--- src/rtl/redmule_tile_sequencer.sv ---
// Tile sequencer for the RedMulE GEMM engine: walks the M/N/K tile space, issues one
// descriptor per tile and holds job completion until every Z-tile store is acknowledged.
module redmule_tile_sequencer #(
   parameter  int unsigned CntWidth   = 16,
   parameter  int unsigned MaxOutst   = 2,
   localparam int unsigned OutstWidth = $clog2(MaxOutst + 1)
) (
   input  logic                clk_i,
   input  logic                rst_ni,
   input  logic                clear_i,
   input  logic                start_i,
   input  logic [CntWidth-1:0] m_tiles_i,
   input  logic [CntWidth-1:0] n_tiles_i,
   input  logic [CntWidth-1:0] k_tiles_i,
   output logic                tile_valid_o,
   input  logic                tile_ready_i,
   output logic [CntWidth-1:0] m_idx_o,
   output logic [CntWidth-1:0] n_idx_o,
   output logic [CntWidth-1:0] k_idx_o,
   output logic                first_k_o,
   output logic                last_k_o,
   output logic                last_tile_o,
   input  logic                z_done_i,
   output logic                busy_o,
   output logic                done_o,
   output logic                err_o
);

   localparam logic [OutstWidth-1:0] OutstMax = OutstWidth'(MaxOutst);

   typedef enum logic [1:0] {IDLE, ISSUE, DRAIN, DONE} state_e;

   state_e                state_reg, state_next;
   logic [CntWidth-1:0]   m_tiles_reg, n_tiles_reg, k_tiles_reg;
   logic [CntWidth-1:0]   m_idx_reg, n_idx_reg, k_idx_reg;
   logic [OutstWidth-1:0] outst_reg, outst_next;
   logic                  err_reg;

   logic k_last, n_last, m_last, tile_last;
   logic stall, valid_int, xfer, outst_inc, outst_dec, err_set, any_zero;

   assign k_last    = (k_idx_reg == k_tiles_reg - CntWidth'(1));
   assign n_last    = (n_idx_reg == n_tiles_reg - CntWidth'(1));
   assign m_last    = (m_idx_reg == m_tiles_reg - CntWidth'(1));
   assign tile_last = k_last && n_last && m_last;
   assign any_zero  = (m_tiles_i == '0) || (n_tiles_i == '0) || (k_tiles_i == '0);

   // A Z-producing tile may only go out when a store slot is free.
   assign stall     = k_last && (outst_reg == OutstMax);
   assign valid_int = (state_reg == ISSUE) && !stall;
   assign xfer      = valid_int && tile_ready_i;
   assign outst_inc = xfer && k_last;
   assign outst_dec = z_done_i;
   assign err_set   = outst_dec && !outst_inc && (outst_reg == '0);

   always_comb begin
      outst_next = outst_reg;
      if (outst_inc && !outst_dec) begin
         outst_next = outst_reg + OutstWidth'(1);
      end else if (outst_dec && !outst_inc && (outst_reg != '0)) begin
         outst_next = outst_reg - OutstWidth'(1);
      end
   end

   // State register
   always_ff @(posedge clk_i or negedge rst_ni) begin
      if (!rst_ni) begin
         state_reg <= IDLE;
      end else begin
         state_reg <= state_next;
      end
   end

   // Next-state logic
   always_comb begin
      state_next = state_reg;
      unique case (state_reg)
         IDLE:  if (start_i) state_next = any_zero ? DONE : ISSUE;
         ISSUE: if (xfer && tile_last) state_next = DRAIN;
         DRAIN: if (outst_next == '0) state_next = DONE;
         DONE:  state_next = IDLE;
         default: state_next = IDLE;
      endcase
      if (clear_i) state_next = IDLE;
   end

   // Output logic; tile flags are only meaningful while issuing, so they stay low elsewhere.
   always_comb begin
      tile_valid_o = valid_int;
      busy_o       = (state_reg == ISSUE) || (state_reg == DRAIN);
      done_o       = (state_reg == DONE);
      first_k_o    = (state_reg == ISSUE) && (k_idx_reg == '0);
      last_k_o     = (state_reg == ISSUE) && k_last;
      last_tile_o  = (state_reg == ISSUE) && tile_last;
      m_idx_o      = m_idx_reg;
      n_idx_o      = n_idx_reg;
      k_idx_o      = k_idx_reg;
      err_o        = err_reg;
   end

   // Job sizes, loop indices, store accounting
   always_ff @(posedge clk_i or negedge rst_ni) begin
      if (!rst_ni) begin
         m_tiles_reg <= '0;
         n_tiles_reg <= '0;
         k_tiles_reg <= '0;
         m_idx_reg   <= '0;
         n_idx_reg   <= '0;
         k_idx_reg   <= '0;
         outst_reg   <= '0;
         err_reg     <= 1'b0;
      end else if (clear_i) begin
         m_tiles_reg <= '0;
         n_tiles_reg <= '0;
         k_tiles_reg <= '0;
         m_idx_reg   <= '0;
         n_idx_reg   <= '0;
         k_idx_reg   <= '0;
         outst_reg   <= '0;
         err_reg     <= 1'b0;
      end else begin
         if ((state_reg == IDLE) && start_i) begin
            m_tiles_reg <= m_tiles_i;
            n_tiles_reg <= n_tiles_i;
            k_tiles_reg <= k_tiles_i;
            m_idx_reg   <= '0;
            n_idx_reg   <= '0;
            k_idx_reg   <= '0;
         end else if (xfer && !tile_last) begin
            if (k_last) begin
               k_idx_reg <= '0;
               if (n_last) begin
                  n_idx_reg <= '0;
                  m_idx_reg <= m_idx_reg + CntWidth'(1);
               end else begin
                  n_idx_reg <= n_idx_reg + CntWidth'(1);
               end
            end else begin
               k_idx_reg <= k_idx_reg + CntWidth'(1);
            end
         end
         outst_reg <= outst_next;
         if (err_set) err_reg <= 1'b1;
      end
   end

endmodule

--- config.mk ---
export PLATFORM = sky130hd
export DESIGN_NAME = redmule_tile_sequencer
export DESIGN_NICKNAME = d
export VERILOG_FILES = /design/src/rtl/redmule_tile_sequencer.sv
export SDC_FILE = /design/constraint.sdc
export NUM_CORES = 1
export LEC_CHECK = 0
export BUFFER_PORTS_ARGS = -buffer_cell sky130_fd_sc_hd__buf_2
export CAP_MARGIN = 20
export CORE_UTILIZATION = 54
export CTS_CLUSTER_SIZE = 16
export DETAILED_ROUTE_END_ITERATION = 10
export PLACE_DENSITY_LB_ADDON = 0.12
export SKIP_LAST_GASP = 1
export SLEW_MARGIN = 15
export SYNTH_ARGS = -nofsm -noshare
export SYNTH_HDL_FRONTEND = slang
export SYNTH_SLANG_ARGS = --single-unit
--- constraint.sdc ---
create_clock -name clk_i -period 3.82 [get_ports clk_i]
set_input_delay 0 -clock clk_i [delete_from_list [all_inputs] [get_ports clk_i]]
set_output_delay 0 -clock clk_i [all_outputs]
set_load 0.01 [all_outputs]
==> results.tsv <==
metric	value	unit
Post-Place Cells	1003	
Cell variety after synth	78	
R2R depth	12	
Finished Layout Cells	1071	
Post-Syn Area	6835	um2
Final Instance Area	8388	um2
Clock Latency Late Sink	0.36	ns
reg2reg start	m_tiles_reg[0]	
Critical Path End Type	flip-flop	
FF+latch count, synth	101	
Hold Violations, Final	0	
CTS tree	yes	
Worst Setup SP	m_tiles_reg[0]	
LEAKAGE	3.788	nW
pwr/cell area	477.0	nW/um2
root buf cell	clkbuf_16	
Mapped Nets	821	
max-slew violations	0	
status	finished clean	
hold crit path type	in2reg	
share of cells above drive strength 1	19.71	%
CP Max Fanout	17	
Final Util	68.97	%
worst reg2reg endpoint	k_idx_o[3]	
worst vdd ir	0.0003368	V
clock buffer depth	2	
clk sinks	101	
clock slew at reported path FFs	0.07	ns
Synth Warn #	0	
largest cells by area after synthesis	dfrtp_1, a22o_1, xnor2_1	
Max-Cap Viols	0	
share of the synthesized area in the top cell type	36.98	%
antenna violations before repair	0	
Rel. slew slack	36.06	%
CTS Buf Count	9	
most frequent cell after synthesis	dfrtp_1	
Pre-Repair DR Iteration Count	5	
pin count of the biggest net entering global routing	74	
Synth area leader	dfrtp_1	
initial drt markers	471	
DP HPWL	13.86	mm
Vias	6728	
Gate Count Post-Synth	753	
routed wire length	19.84	mm
Die Area	13110	um2
area post-placement	7531	um2
Critical Path RT	4.07	ns
vias in the first global route	6310	
Synth-to-Final Area Change	22.72	%
FILL cells	976	
num rows	40	
# IOs	109	
RSZ-0062 raised after global routing	yes	
die width	114.5	um
mean post-synth cell area	9.077	um2
Initial Util	56.20	%
post-route ant nets	0	
GPL Wtd Cong	0.9016	
vias per inst	6.282	
Async S/R FF share, synth	100.0	%
WL/cell	18.53	um
setup violators final	0	
CP Launch Type	flip-flop	
number of flops mapped to enable cells by yosys	0	
worst setup path class	reg2reg	
Die Height	114.5	um
Hold WS	0.1463	ns
maximum clock frequency	279.1	MHz
sequential cell area	2527	um2
H-tree levels	3	
Layout Nets	966	
area of the core	12160	um2
Worst EP arrival	3.83	ns
Tmin final	3.583	ns
multi-input logic area	4073	um2
worst reg-to-reg setup slack	0.24	ns
GR Overflow Total	0	
pin slew with the least headroom to its limit	0.9591	ns
worst setup path end	k_idx_o[3]	
Post-CTS Setup Inserts	0	
ys flop type	dfrtp_1	
Total GRT Usage	31.70	%
first-pass GRT wire length	32.29	mm
Buffers on Ports	108	
skew final	0.006028	ns
Antenna Cells	0	
register area share after synthesis	36.98	%
Tcrit/Tclk final	93.80	%
Post-synth top cells	dfrtp_1, nor2_1, nand2_1	
DRC	0	
how the worst min path moves through the flow:
stage          slack, ns  depth (start not counted)         start              to
6_report            0.15                          3  tile_ready_i      k_idx_o[1]
2_1_floorplan      -0.30                          0        rst_ni           err_o
3_5_place_dp        0.21                          1        rst_ni  n_tiles_reg[7]
4_1_cts             0.11                          3  tile_ready_i      k_idx_o[1]
5_1_grt             0.15                          3  tile_ready_i      k_idx_o[1]
3_3_place_gp        0.19                          1        rst_ni  n_tiles_reg[6]
placed cells by master, fill, tap and decap left out, types with 7 or more instances in the layout:
| cell type | netlist | final |
|---|---|---|
| nand4_1 | 14 | 14 |
| inv_1 | 25 | 25 |
| or4_1 | 7 | 7 |
| clkbuf_16 | 0 | 9 |
| nand3b_1 | 9 | 9 |
| buf_2 | 3 | 107 |
| mux2i_1 | 7 | 7 |
| o31ai_1 | 13 | 13 |
| nand2_1 | 43 | 43 |
| a21oi_1 | 10 | 9 |
| nand2b_1 | 20 | 20 |
| a22o_1 | 39 | 39 |
| nor3_1 | 14 | 14 |
| a31oi_1 | 16 | 16 |
| ha_1 | 14 | 14 |
| and3_1 | 26 | 26 |
| xor2_1 | 23 | 23 |
| nand4b_1 | 10 | 10 |
| or2_2 | 7 | 7 |
| buf_4 | 2 | 14 |
| or3_1 | 7 | 7 |
| dfrtp_1 | 101 | 101 |
| nor2_1 | 65 | 64 |
| xnor2_1 | 36 | 36 |
| nor4_1 | 25 | 25 |
| o21ai_0 | 31 | 31 |
| nand3_1 | 29 | 29 |
| dlygate4sd3_1 | 0 | 51 |
| o21ai_1 | 17 | 17 |
cell families (layout without fill, tap and decap cells):
group | count (synthesis) | after routing | share of synthesized area (%)
xor+xnor | 59 | 59 | 7.560
buf+inv | 64 | 214 | 3.917
simple gates | 324 | 324 | 27.88
compound gates | 183 | 183 | 19.92
mux | 8 | 8 | 1.190
flops | 101 | 101 | 36.98
fa+ha+maj | 14 | 14 | 2.563
worst max-delay path, cell delays in order, from the launching register on:
cell and delay (ns):
dfrtp_1 0.41, inv_1 0.09, ha_1 0.26, or4b_4 0.51, nor4b_1 0.32, o211ai_1 0.12
a22oi_1 0.28, or3b_1 0.42, nor4_4 0.30, o21ai_1 0.17, nand3_4 0.19, a2111oi_0 0.13
a211o_1 0.27
what timing repair did:
action,4_1_cts,5_1_grt
endpoints found under the hold margin,123,0
setup endpoints to repair,0,5
hold buffers,51,0
gates resized for setup,0,2
per-stage QoR:
step / setup WS, ns / setup TNS, ns / power (mW)
final: 0.2368 / 0 / 4.001
after global routing: -0.001221 / -0.001352 / 4.235
after CTS: 0.1623 / 0 / 3.968
after detailed placement: 0.1863 / 0 / 2.960
after global placement: 0.3114 / 0 / 2.902
after floorplan: 0.5869 / 0 / 2.543
layout make-up:
class / instances / area share (%)
Multi-Input combinational cell: 588 / 48.55
Inverter: 25 / 1.119
Clock buffer: 13 / 3.222
Sequential cell: 101 / 30.13
Clock inverter: 3 / 0.5072
Tap cell: 168 / 2.506
Timing Repair Buffer: 173 / 13.96
per-layer routing:
metal / part of all wire (%) / GRT usage, %
met2: 47 / 50.87
met3: 6.4 / 6.300
met1: 44 / 42.39
met5: 0 / 0
met4: 2.7 / 12.03
power breakdown:
part / total [mW] / internal (mW) / switching [mW]
registers: 1.40 / 1.19 / 0.208
clock network: 0.966 / 0.561 / 0.406
logic: 1.63 / 0.708 / 0.925
No activity file was read; power rests on OpenSTA's default activity.
